==> src/rtl/pwm_ramp_pkg.sv <==
// Shared types and constants for the PWM duty ramp controller.
// Optional feature macro: PWM_RAMP_BYPASS_EN (adds an immediate-load bypass input).
package pwm_ramp_pkg;

    localparam int unsigned DUTY_W_DEF = 8;
    localparam int unsigned DIV_W_DEF  = 8;
    localparam int unsigned STEP_W_DEF = 4;

    // A programmed step of zero still has to make progress, so it is replaced by this value.
    localparam int unsigned ZERO_STEP_SUBST = 1;

    typedef enum logic [1:0] {
        IDLE,
        RAMP_UP,
        RAMP_DOWN
    } ramp_state_t;

endpackage

==> src/rtl/pwm_ramp_controller_if.sv <==
// Configuration and status bundle between the register bank and the ramp controller.
// Optional feature macro: PWM_RAMP_BYPASS_EN (adds the bypass signal).
interface pwm_ramp_controller_if
    import pwm_ramp_pkg::*;
#(
    parameter int unsigned DUTY_W = DUTY_W_DEF,
    parameter int unsigned DIV_W  = DIV_W_DEF,
    parameter int unsigned STEP_W = STEP_W_DEF
);

`ifdef PWM_RAMP_BYPASS_EN
    logic              bypass;
`endif
    logic              enable;
    logic              cfg_valid;
    logic [DUTY_W-1:0] cfg_target;
    logic [STEP_W-1:0] cfg_step;
    logic [DIV_W-1:0]  cfg_div;
    logic [DUTY_W-1:0] duty_out;
    logic              busy;
    logic              done;

    modport master (
`ifdef PWM_RAMP_BYPASS_EN
        output bypass,
`endif
        output enable,
        output cfg_valid,
        output cfg_target,
        output cfg_step,
        output cfg_div,
        input  duty_out,
        input  busy,
        input  done
    );

    modport slave (
`ifdef PWM_RAMP_BYPASS_EN
        input  bypass,
`endif
        input  enable,
        input  cfg_valid,
        input  cfg_target,
        input  cfg_step,
        input  cfg_div,
        output duty_out,
        output busy,
        output done
    );

endinterface

==> src/rtl/pwm_ramp_prescaler.sv <==
// Tick prescaler: one tick every div_i+1 enabled cycles, with synchronous restart.
module pwm_ramp_prescaler
    import pwm_ramp_pkg::*;
#(
    parameter int unsigned DIV_W = DIV_W_DEF
) (
    input  logic             clk,
    input  logic             rst_n,
    input  logic             en_i,
    input  logic             clr_i,
    input  logic [DIV_W-1:0] div_i,
    output logic             tick_o
);

    logic [DIV_W-1:0] cnt_q;
    logic [DIV_W-1:0] cnt_d;

    // >= rather than == so a divisor lowered below the running count ticks at once instead of wrapping.
    assign tick_o = en_i && (cnt_q >= div_i);

    // Next count: restart on clear, wrap on tick, advance while enabled, otherwise hold.
    always_comb begin
        cnt_d = cnt_q;
        if (clr_i) begin
            cnt_d = '0;
        end else if (tick_o) begin
            cnt_d = '0;
        end else if (en_i) begin
            cnt_d = cnt_q + 1'b1;
        end
    end

    // Count register.
    always_ff @(posedge clk or negedge rst_n) begin
        if (!rst_n) begin
            cnt_q <= '0;
        end else begin
            cnt_q <= cnt_d;
        end
    end

endmodule

==> src/rtl/pwm_ramp_controller.sv <==
// Ramps the live PWM duty toward a programmed target one step per prescaled tick.
// Optional feature macro: PWM_RAMP_BYPASS_EN (cfg_valid with bypass=1 loads the target directly).
module pwm_ramp_controller
    import pwm_ramp_pkg::*;
#(
    parameter int unsigned DUTY_W = DUTY_W_DEF,
    parameter int unsigned DIV_W  = DIV_W_DEF,
    parameter int unsigned STEP_W = STEP_W_DEF
) (
    input  logic                  clk,
    input  logic                  rst_n,
    pwm_ramp_controller_if.slave  rif
);

    localparam int unsigned AW = DUTY_W + 1;

    ramp_state_t       state_q;
    ramp_state_t       state_d;
    logic [DUTY_W-1:0] duty_q;
    logic [DUTY_W-1:0] duty_d;
    logic [DUTY_W-1:0] target_q;
    logic [DUTY_W-1:0] target_d;
    logic              busy_q;
    logic              busy_d;
    logic              done_q;
    logic              done_d;

    logic              run;
    logic              tick;
    logic              bypass_req;
    logic [AW-1:0]     step_ext;
    logic [AW-1:0]     gap_up;
    logic [AW-1:0]     gap_down;

`ifdef PWM_RAMP_BYPASS_EN
    assign bypass_req = rif.bypass;
`else
    assign bypass_req = 1'b0;
`endif

    // The prescaler only advances while a ramp is in progress and the engine is enabled.
    assign run = rif.enable && (state_q != IDLE);

    pwm_ramp_prescaler #(
        .DIV_W (DIV_W)
    ) u_prescaler (
        .clk    (clk),
        .rst_n  (rst_n),
        .en_i   (run),
        .clr_i  (rif.cfg_valid),
        .div_i  (rif.cfg_div),
        .tick_o (tick)
    );

    assign step_ext = (rif.cfg_step == '0) ? AW'(ZERO_STEP_SUBST) : AW'(rif.cfg_step);
    assign gap_up   = {1'b0, target_q} - {1'b0, duty_q};
    assign gap_down = {1'b0, duty_q} - {1'b0, target_q};

    // Next state and duty: a new configuration overrides any tick in the same cycle.
    always_comb begin
        state_d  = state_q;
        duty_d   = duty_q;
        target_d = target_q;
        done_d   = 1'b0;
        if (rif.cfg_valid) begin
            target_d = rif.cfg_target;
            if (bypass_req) begin
                duty_d  = rif.cfg_target;
                state_d = IDLE;
                done_d  = 1'b1;
            end else if (rif.cfg_target > duty_q) begin
                state_d = RAMP_UP;
            end else if (rif.cfg_target < duty_q) begin
                state_d = RAMP_DOWN;
            end else begin
                state_d = IDLE;
                done_d  = 1'b1;
            end
        end else if (tick) begin
            case (state_q)
                RAMP_UP: begin
                    if (gap_up <= step_ext) begin
                        duty_d  = target_q;
                        state_d = IDLE;
                        done_d  = 1'b1;
                    end else begin
                        duty_d = duty_q + step_ext[DUTY_W-1:0];
                    end
                end
                RAMP_DOWN: begin
                    if (gap_down <= step_ext) begin
                        duty_d  = target_q;
                        state_d = IDLE;
                        done_d  = 1'b1;
                    end else begin
                        duty_d = duty_q - step_ext[DUTY_W-1:0];
                    end
                end
                default: ;
            endcase
        end
        busy_d = (state_d != IDLE);
    end

    // State, duty and status registers.
    always_ff @(posedge clk or negedge rst_n) begin
        if (!rst_n) begin
            state_q  <= IDLE;
            duty_q   <= '0;
            target_q <= '0;
            busy_q   <= 1'b0;
            done_q   <= 1'b0;
        end else begin
            state_q  <= state_d;
            duty_q   <= duty_d;
            target_q <= target_d;
            busy_q   <= busy_d;
            done_q   <= done_d;
        end
    end

    assign rif.duty_out = duty_q;
    assign rif.busy     = busy_q;
    assign rif.done     = done_q;

endmodule

==> src/flat_wrapper.sv <==
// flat-port wrapper written by rule: the top's interface ports become plain ports
module pwm_ramp_controller_flat import pwm_ramp_pkg::*;
#(
    parameter int unsigned DUTY_W = DUTY_W_DEF,
    parameter int unsigned DIV_W  = DIV_W_DEF,
    parameter int unsigned STEP_W = STEP_W_DEF
)
  (clk, rst_n, rif_enable, rif_cfg_valid, rif_cfg_target, rif_cfg_step, rif_cfg_div, rif_duty_out, rif_busy, rif_done);
  pwm_ramp_controller_if #(.DUTY_W(DUTY_W), .DIV_W(DIV_W), .STEP_W(STEP_W)) rif_i ();
  input  logic clk;
  input  logic rst_n;
  input wire logic [$bits(rif_i.enable)-1:0] rif_enable;
  input wire logic [$bits(rif_i.cfg_valid)-1:0] rif_cfg_valid;
  input wire logic [$bits(rif_i.cfg_target)-1:0] rif_cfg_target;
  input wire logic [$bits(rif_i.cfg_step)-1:0] rif_cfg_step;
  input wire logic [$bits(rif_i.cfg_div)-1:0] rif_cfg_div;
  output wire logic [$bits(rif_i.duty_out)-1:0] rif_duty_out;
  output wire logic [$bits(rif_i.busy)-1:0] rif_busy;
  output wire logic [$bits(rif_i.done)-1:0] rif_done;
  assign rif_i.enable = rif_enable;
  assign rif_i.cfg_valid = rif_cfg_valid;
  assign rif_i.cfg_target = rif_cfg_target;
  assign rif_i.cfg_step = rif_cfg_step;
  assign rif_i.cfg_div = rif_cfg_div;
  assign rif_duty_out = rif_i.duty_out;
  assign rif_busy = rif_i.busy;
  assign rif_done = rif_i.done;
  pwm_ramp_controller #(.DUTY_W(DUTY_W), .DIV_W(DIV_W), .STEP_W(STEP_W)) u_core (.clk(clk), .rst_n(rst_n), .rif(rif_i));
endmodule
==> config.mk <==
export PLATFORM = sky130hd
export DESIGN_NAME = pwm_ramp_controller_flat
export DESIGN_NICKNAME = d
export VERILOG_FILES = /design/src/rtl/pwm_ramp_pkg.sv /design/src/rtl/pwm_ramp_controller_if.sv /design/src/rtl/pwm_ramp_prescaler.sv /design/src/rtl/pwm_ramp_controller.sv /design/src/flat_wrapper.sv
export SDC_FILE = /design/constraint.sdc
export NUM_CORES = 1
export LEC_CHECK = 0
export BUFFER_PORTS_ARGS = -buffer_cell sky130_fd_sc_hd__clkbuf_2
export CORE_AREA = 2 2 107 109
export CTS_CLUSTER_SIZE = 20
export DETAILED_ROUTE_END_ITERATION = 16
export DIE_AREA = 0 0 109 111
export PLACE_DENSITY = 0.49
export SLEW_MARGIN = 20
export SYNTH_ARGS = -nofsm -noshare
export SYNTH_HDL_FRONTEND = slang
export SYNTH_HIERARCHICAL = 1
export SYNTH_SLANG_ARGS = --single-unit
==> constraint.sdc <==
create_clock -name clk -period 6.5 [get_ports clk]
set_input_delay 0.65 -clock clk [delete_from_list [all_inputs] [get_ports clk]]
set_output_delay 0.65 -clock clk [all_outputs]
set_load 0.03 [all_outputs]
==> impl_metrics.yaml, run 1 <==
run_status:
  run_status: "complete, no violations"
synthesis:
  synth_top_cell_by_area: "dfrtp_1"
  synth_warnings: 6
  syn_area_sq_um: 3230
  ys_types: 60
  netlist_instances: 392
  synthFlopType: "dfrtp_1"
  syn_avg_cell_area_sq_um: 8.25
  async_reset_ff_frac: 1.00
  synth.top_cell.area_share: 0.217
  seq_area_frac_synth: 0.217
  synthTopCellsByArea: "dfrtp_1 22%, ha_1 20%, inv_1 5.0%"
  ys_ff_latch: 28
  synth_edf_count: 0
  synth_nets: 471
timing:
  worst_pin_slew_ns: 0.949
  slew_headroom: 0.366
  setup_violations: 0
  final_max_slew_viol_count: 0
  hold_viol_final: 0
  fin_crit_sh: 0.571
  rsz0062_at_grt: "no"
  fin_setup_tns_ns: 0
  setup_ws_ns: 2.79
  finalClockSkew_ns: 0.00553
  min_period_ns: 3.71
  fmax_mhz: 269
pwr:
  peakVddDrop_mv: 0.0856
  p_leak_uw: 0.00172
  p_per_area_nw_per_um2: 160
routing:
  antenna_left: 0
  drc: 0
  wl_um: 8310
  vias: 2811
  viasPerCell: 5.06
  drtIter0Drc: 176
  firstDrtPassIters: 4
  wl_per_cell_um: 15.0
grt:
  grt_usage: 0.143
  grt_overflow: 0
  grt_pass1_wl_um: 13900
  grt_max_degree: 31
  grt_pass1_vias: 2827
  antenna_found_initial: 0
cells_and_area:
  synthToLayoutAreaGrowth_pct: 10.5
  nNetsFinal: 492
  multi_input_area_sq_um: 2260
  register_area_sq_um: 701
  antenna_cells: 0
  n_fill_cell: 1167
  drive_gt1_frac: 0.126
  post-route-util: 0.322
clock_network:
  post-cts-setup-buffers: 0
  numCtsBuffers: 3
  htreeDepth: 1
  clock_path_buffers: 2
  cts_resized: 0
  clk_pin_slew_ns: 0.07
  clkLatencyLatePin_ns: 0.27
  ctsHoldBuffers: 0
  root_buffer: "clkbuf_16"
  cts_tree: "built"
  cts_sinks: 28
placed_design:
  dpl_worst_slack_ns: 2.83
  dp_hpwl_um: 6550
  io_buffers: 33
  place.gp.congestion: 0.842
worst_setup_path:
  cp-start-kind: "flop"
  crit_fanout: 9
  end_kind: "flop"
  cp.required_ns: 6.64
  worstSetupPathType: "flop to flop"
  cp_cell_sequence: "inv_1 > ha_1 > inv_1 > fa_1 > xor2_1 > ha_1 > a211o_1 > a31oi_1 > o221ai_1 > nor3_2 > nand4b_4 > nand2_1 > a21oi_1 > or4b_1"
  slowest_delay_ns: 0.51
  reg2reg_slack_ns: 2.79
  slowest_stage: "or4b_1"
  cp.arrival_ns: 3.85
floorplanning:
  initial_utilization: 0.292
  io_pins: 34
  fp.dieH_um: 111
  die_width_um: 109
  coreArea_sq_um: 11100
  fp.dieArea_sq_um: 12100
  num_rows: 39
hold_path:
  hp-class: "primary input to asynchronous set/reset pin"
flow_run:
  maxCapViolations: 0
-- registers in the layout (all words and copies together) (netlist names) --
register,cells
u_core/rif.duty_out,8
u_core/target_q,8
u_core/u_prescaler/cnt_q,8
u_core/state_q,2
u_core/rif.busy,1
u_core/rif.done,1
-- placed cells by master (no fill, tap or decap), drive strengths merged, types with 4 or more instances in the layout --
master	netlist	routed
nand2	22	22
clkbuf	9	36
o21bai	4	4
nor3	6	6
fa	4	4
nand3	23	23
nand2b	13	13
o221ai	4	4
xnor2	6	6
a21oi	30	30
mux2i	7	7
a211oi	4	4
nand4	7	7
nor2	27	27
ha	51	51
inv	43	43
dfrtp	28	28
o21ai	26	26
nor2b	4	4
a31oi	8	8
a21o	6	6
o211ai	5	5
xor2	5	5
-- stage by stage --
stage               total power, uW  std cells  instance area (sq um)  hold slack [ns]
global placement                391        551                   3470            0.542
CTS                             577        555                   3570            0.474
detailed placement              388        551                   3470            0.549
finish                          572        555                   3570            0.426
floorplan                       338        392                   3230            0.354
global route                    610        555                   3570            0.497
-- metal layers --
layer,track usage,up-vias,part of all wire
met1,0.206,1329,0.50
li1,-,1433,-
met5,0,-,0
met3,0.0247,7,0.039
met2,0.228,42,0.46
met4,0.0239,0,0.0083
-- cell families after synthesis --
family                     share of synthesized area
and+or+nand+nor                                0.203
AOI/OAI and AO/OA                              0.219
buffers and inverters                         0.0840
adders and majority gates                      0.222
DFF                                            0.217
xor gates and xnor gates                      0.0298
muxes                                         0.0252
-- worst paths after layout --
kind                                         from                           to  depth (start not counted)
min in group clk                u_core/state_q[1]            u_core/state_q[1]                          2
min                                         rst_n  u_core/u_prescaler/cnt_q[7]                          1
min reg2reg                     u_core/state_q[1]            u_core/state_q[1]                          2
max in group asynchronous                   rst_n       u_core/rif.duty_out[0]                          1
max                        u_core/rif.duty_out[0]       u_core/rif.duty_out[4]                         14
max reg2reg                u_core/rif.duty_out[0]       u_core/rif.duty_out[4]                         14
-- report_power, final --
part / leakage (uW) / internal (uW) / switching (uW) / total [uW]
registers: 0.000346 / 183 / 9.86 / 193
clock network: 0.0000511 / 123 / 64.0 / 187
logic: 0.00133 / 76.6 / 116 / 193
total: 0.00172 / 382 / 190 / 572
-- synth_stat cells, drive strengths merged, types with 2 or more instances --
cell type / n
ha: 51
inv: 43
a21oi: 30
dfrtp: 28
nor2: 27
o21ai: 26
nand3: 23
nand2: 22
nand2b: 13
clkbuf: 9
a31oi: 8
buf: 7
mux2i: 7
nand4: 7
a21o: 6
nor3: 6
xnor2: 6
o211ai: 5
xor2: 5
a211oi: 4
fa: 4
nor2b: 4
o21bai: 4
o221ai: 4
a22oi: 3
and2: 3
and3: 3
nand3b: 3
or3: 3
or4: 3
a2bb2oi: 2
a41oi: 2
o21a: 2
o22ai: 2
-- final cells by class --
type / instances / area share
Timing Repair Buffer: 33 / 0.0462
Tap cell: 143 / 0.0501
Clock inverter: 1 / 0.00841
Multi-Input combinational cell: 304 / 0.633
Clock buffer: 3 / 0.0210
Inverter: 43 / 0.0452
Sequential cell: 28 / 0.196
-- worst max-delay path, delay by kind of cell (launching register included) --
kind                       cells  cell delay (ns)
and+or+nand+nor                4             1.21
adders and majority gates      3             0.92
AOI/OAI and AO/OA              4             0.65
DFF                            1             0.45
buffers and inverters          2             0.18
xor gates and xnor gates       1             0.18
Power figures use the tool's default switching activity.
==> inputs of run 2 (changes only) <==
--- a/config.mk
+++ b/config.mk
@@ -10,7 +10,7 @@
 export CTS_CLUSTER_SIZE = 20
 export DETAILED_ROUTE_END_ITERATION = 16
 export DIE_AREA = 0 0 109 111
-export PLACE_DENSITY = 0.49
+export PLACE_DENSITY = 0.5
 export SLEW_MARGIN = 20
 export SYNTH_ARGS = -nofsm -noshare
 export SYNTH_HDL_FRONTEND = slang
==> constraint.sdc (replaced) <==
create_clock -name clk -period 3.3 [get_ports clk]
set_input_delay 0.33 -clock clk [delete_from_list [all_inputs] [get_ports clk]]
set_output_delay 0.33 -clock clk [all_outputs]
set_load 0.03 [all_outputs]
==> impl_metrics.yaml, run 2 (same netlist as run 1, synthesis figures left out) <==
run_status:
  run_status: "complete, no violations"
routing:
  drc: 0
  vias: 2941
  wl_um: 8640
  wl_per_cell_um: 14.9
  firstDrtPassIters: 4
  viasPerCell: 5.09
  drtIter0Drc: 180
  antenna_left: 0
clock_network:
  clkLatencyLatePin_ns: 0.27
  root_buffer: "clkbuf_16"
  numCtsBuffers: 3
  clk_pin_slew_ns: 0.07
  cts_tree: "built"
  htreeDepth: 1
  cts_sinks: 28
  clock_path_buffers: 2
grt:
  grt_max_degree: 31
  grt_usage: 0.152
  grt_pass1_wl_um: 14700
  grt_pass1_vias: 2896
  antenna_found_initial: 0
  grt_overflow: 0
placed_design:
  io_buffers: 33
  dp_hpwl_um: 6920
  place.gp.congestion: 0.868
  dp.cells: 570
floorplanning:
  io_pins: 34
  coreArea_sq_um: 11100
  fp.dieArea_sq_um: 12100
  die_width_um: 109
  num_rows: 39
  fp.dieH_um: 111
  initial_utilization: 0.292
worst_setup_path:
  cp.arrival_ns: 3.36
  cp.required_ns: 3.44
  worstSetupPathType: "flop to flop"
  cp-start-kind: "flop"
  crit_fanout: 5
  end_kind: "flop"
timing:
  fmax_mhz: 311
  fin_setup_tns_ns: 0
  worst_pin_slew_ns: 0.921
  final_max_slew_viol_count: 0
  rsz0062_at_grt: "yes"
  setup_violations: 0
  hold_viol_final: 0
  min_period_ns: 3.22
  fin_crit_sh: 0.976
  finalClockSkew_ns: 0.00347
  slew_headroom: 0.384
cells_and_area:
  nNetsFinal: 515
  n_fill_cell: 1152
  mostFrequentLayoutCell: "ha_1"
  antenna_cells: 0
  fin_cells: 578
  layout_common_cells: "49 x ha_1, 41 x inv_1, 33 x clkbuf_2, 26 x a21oi_1, 26 x dfrtp_1"
  synthToLayoutAreaGrowth_pct: 17.2
  drive_gt1_frac: 0.207
pwr:
  peakVddDrop_mv: 0.205
  p_leak_uw: 0.00183
  power_uw: 1110
  p_per_area_nw_per_um2: 292
hold_path:
  hp-class: "primary input to asynchronous set/reset pin"
flow_run:
  maxCapViolations: 0
[run 2: final cells by class]
cell class / instances / area (sq um) / share of cell area
multi-input cells: 304 / 2310 / 0.611
flip-flops and latches: 28 / 703 / 0.186
repair buffers: 56 / 342 / 0.0902
well taps: 143 / 179 / 0.0472
inverters: 43 / 161 / 0.0426
clock buffers: 4 / 88.8 / 0.0234
[run 2: repair_timing]
action | 4_1_cts | 5_1_grt
cloned | 0 | 0
endpoints found under the setup margin | 1 | 12
gates resized for setup | 0 | 14
hold endpoints to repair | 0 | 0
setup buffers | 2 | 2
hold buffers | 0 | 0
pin swaps | 2 | 7
[run 2: final timing paths]
| path | start | endpoint | slack (ns) | depth (start not counted) |
|---|---|---|---|---|
| max | u_core/rif.duty_out[0] | u_core/rif.duty_out[4] | 0.08 | 14 |
| min | rst_n | u_core/u_prescaler/cnt_q[5] | 0.12 | 1 |
| max reg2reg | u_core/rif.duty_out[0] | u_core/rif.duty_out[4] | 0.08 | 14 |
| min reg2reg | u_core/state_q[1] | u_core/state_q[1] | 0.55 | 2 |
| max in group asynchronous | rst_n | u_core/rif.duty_out[0] | 2.65 | 1 |
| min in group clk | rif_cfg_target[4] | u_core/target_q[4] | 0.29 | 3 |
[run 2: stage by stage]
step	setup slack, ns	instance area (sq um)	util	hold WS [ns]
after floorplan	0.0122	3240	-	0.0344
after global placement	0.0876	3620	0.327	0.444
after detailed placement	0.00996	3620	0.327	0.450
after CTS	0.00211	3720	0.336	0.161
after global routing	-0.0991	3790	0.342	0.183
final	0.0808	3790	0.342	0.121
[run 2: critical path, stage by stage, from the launching register on]
cell	delay [ns]
dfrtp_2	0.41
inv_2	0.08
ha_4	0.14
inv_2	0.03
fa_2	0.33
xor2_1	0.17
ha_1	0.30
a211o_1	0.29
a31oi_1	0.16
o221ai_1	0.14
nor3_2	0.20
nand4b_4	0.18
nand2_2	0.11
a21oi_2	0.03
or4b_1	0.52
[run 2: power breakdown]
group | internal (uW) | leakage, uW | switching (uW)
combinational | 176 | 0.00144 | 242
clock | 186 | 0.0000442 | 126
sequential | 360 | 0.000344 | 17.0
total | 723 | 0.00183 | 385
[run 2: routing by layer]
metal / vias up / share of wire / GRT usage
li1: 1483 / - / -
met1: 1403 / 0.51 / 0.225
met2: 55 / 0.46 / 0.236
met3: 0 / 0.032 / 0.0229
met4: 0 / 0 / 0.0205
met5: - / 0 / 0
==> inputs of run 3 (changes only) <==
--- a/config.mk
+++ b/config.mk
@@ -10,7 +10,7 @@
 export CTS_CLUSTER_SIZE = 20
 export DETAILED_ROUTE_END_ITERATION = 16
 export DIE_AREA = 0 0 109 111
-export PLACE_DENSITY = 0.5
+export PLACE_DENSITY = 0.52
 export SLEW_MARGIN = 20
 export SYNTH_ARGS = -nofsm -noshare
 export SYNTH_HDL_FRONTEND = slang
==> impl_metrics.yaml, run 3 (same netlist as run 1, synthesis figures left out) <==
worst_setup_path:
  end_kind: "flop"
  slowest_stage: "dfrtp_2"
  slowest_delay_ns: 0.41
  path_common_cell: "inv_2"
  cp_num_buf_inv: 2
  r2r_start: "u_core/rif.duty_out[0]"
  crit_fanout: 5
  rr_worst_depth: 14
  crit_family: "compound AO/OA/AOI/OAI gates"
  cp-start-kind: "flop"
  reg2reg_slack_ns: 0.10
  worstSetupPathType: "flop to flop"
  r2r-end: "u_core/rif.busy"
  cp_cell_sequence: "inv_2 > ha_4 > inv_2 > fa_2 > xor2_1 > ha_1 > a211o_1 > a31oi_1 > o221ai_1 > nor3_2 > nand4b_4 > a221o_1 > a21boi_1 > o21a_1"
  cp.required_ns: 3.46
  cp.arrival_ns: 3.35
pwr:
  power_uw: 1100
  peakVddDrop_mv: 0.198
  p_leak_uw: 0.00184
  p_per_area_nw_per_um2: 286
timing:
  fin_crit_sh: 0.969
  finalClockSkew_ns: 0.00448
  setup_violations: 0
  fin_setup_tns_ns: 0
  slew_headroom: 0.456
  fmax_mhz: 313
  rsz0062_at_grt: "yes"
  min_period_ns: 3.20
  hold_viol_final: 0
  worst_pin_slew_ns: 0.813
  final_max_slew_viol_count: 0
routing:
  viasPerCell: 5.04
  drtIter0Drc: 151
  drc: 0
  wl_um: 8720
  wl_per_cell_um: 14.9
  firstDrtPassIters: 4
  antenna_left: 0
  vias: 2943
floorplanning:
  initial_utilization: 0.292
  fp.dieArea_sq_um: 12100
  num_rows: 39
  die_width_um: 109
  io_pins: 34
  coreArea_sq_um: 11100
  fp.dieH_um: 111
grt:
  grt_max_degree: 31
  grt_pass1_vias: 2862
  grt_usage: 0.151
  grt_pass1_wl_um: 14600
  grt_overflow: 0
  antenna_found_initial: 0
clock_network:
  root_buffer: "clkbuf_16"
  clk_pin_slew_ns: 0.07
  cts_tree: "built"
  htreeDepth: 1
  clock_path_buffers: 2
  clkLatencyLatePin_ns: 0.26
  cts_sinks: 28
  numCtsBuffers: 3
placed_design:
  place.gp.congestion: 0.807
  dp.cells: 570
  place_area_sq_um: 3620
  io_buffers: 33
  dp_hpwl_um: 6930
flow_run:
  maxCapViolations: 0
cells_and_area:
  synthToLayoutAreaGrowth_pct: 19.2
  drive_gt1_frac: 0.220
  finalInstanceArea_sq_um: 3850
  post-route-util: 0.348
  n_fill_cell: 1137
  layout_common_cells: "47 x ha_1, 41 x inv_1, 33 x clkbuf_2, 27 x buf_4"
  multi_input_area_sq_um: 2340
  mostFrequentLayoutCell: "ha_1"
  fin_cells: 584
  register_area_sq_um: 704
  nNetsFinal: 521
  antenna_cells: 0
run_status:
  run_status: "complete, no violations"
hold_path:
  hp-class: "primary input to asynchronous set/reset pin"
[run 3: through the flow]
step	setup WS (ns)	hold slack, ns
2_1_floorplan	0.0122	0.0344
4_1_cts	0.00520	0.151
3_3_place_gp	0.0772	0.441
6_report	0.104	0.123
5_1_grt	-0.0393	0.180
3_5_place_dp	-0.0335	0.448
[run 3: what timing repair did]
item | in CTS | in global routing
setup endpoints to repair | 4 | 12
hold buffers | 0 | 0
pin swaps | 6 | 12
endpoints found under the hold margin | 0 | 0
buffers inserted | 6 | 4
gates resized for setup | 3 | 15
[run 3: metal layers]
layer / wire length, um / up-vias / global-route usage
li1: - / 1492 / -
met1: 4230 / 1389 / 0.218
met2: 3970 / 58 / 0.241
met3: 474 / 4 / 0.0235
met4: 55 / 0 / 0.0205
met5: 0 / - / 0
[run 3: worst max path at each step]
stage,start,end,slack (ns),cells past startpoint
CTS,u_core/rif.duty_out[0],u_core/rif.busy,0.005,14
finish,u_core/rif.duty_out[0],u_core/rif.busy,0.10,14
detailed placement,u_core/rif.duty_out[0],u_core/rif.duty_out[4],-0.03,14
global route,u_core/rif.duty_out[0],u_core/rif.duty_out[4],-0.04,13
floorplan,u_core/rif.duty_out[0],u_core/rif.duty_out[4],0.01,14
global placement,u_core/rif.duty_out[0],u_core/rif.busy,0.08,14
[run 3: report_power, final]
part,switching [uW],internal (uW),total (uW)
sequential,18.2,361,379
combinational,250,191,441
clock,118,166,283
total,386,718,1100
[run 3: layout make-up]
| cell class | instances | share of cell area |
|---|---|---|
| multi-input combinational | 304 | 0.607 |
| timing repair buffer | 62 | 0.101 |
| inverter | 43 | 0.0419 |
| tap | 143 | 0.0464 |
| sequential | 28 | 0.183 |
| clock buffer | 4 | 0.0205 |
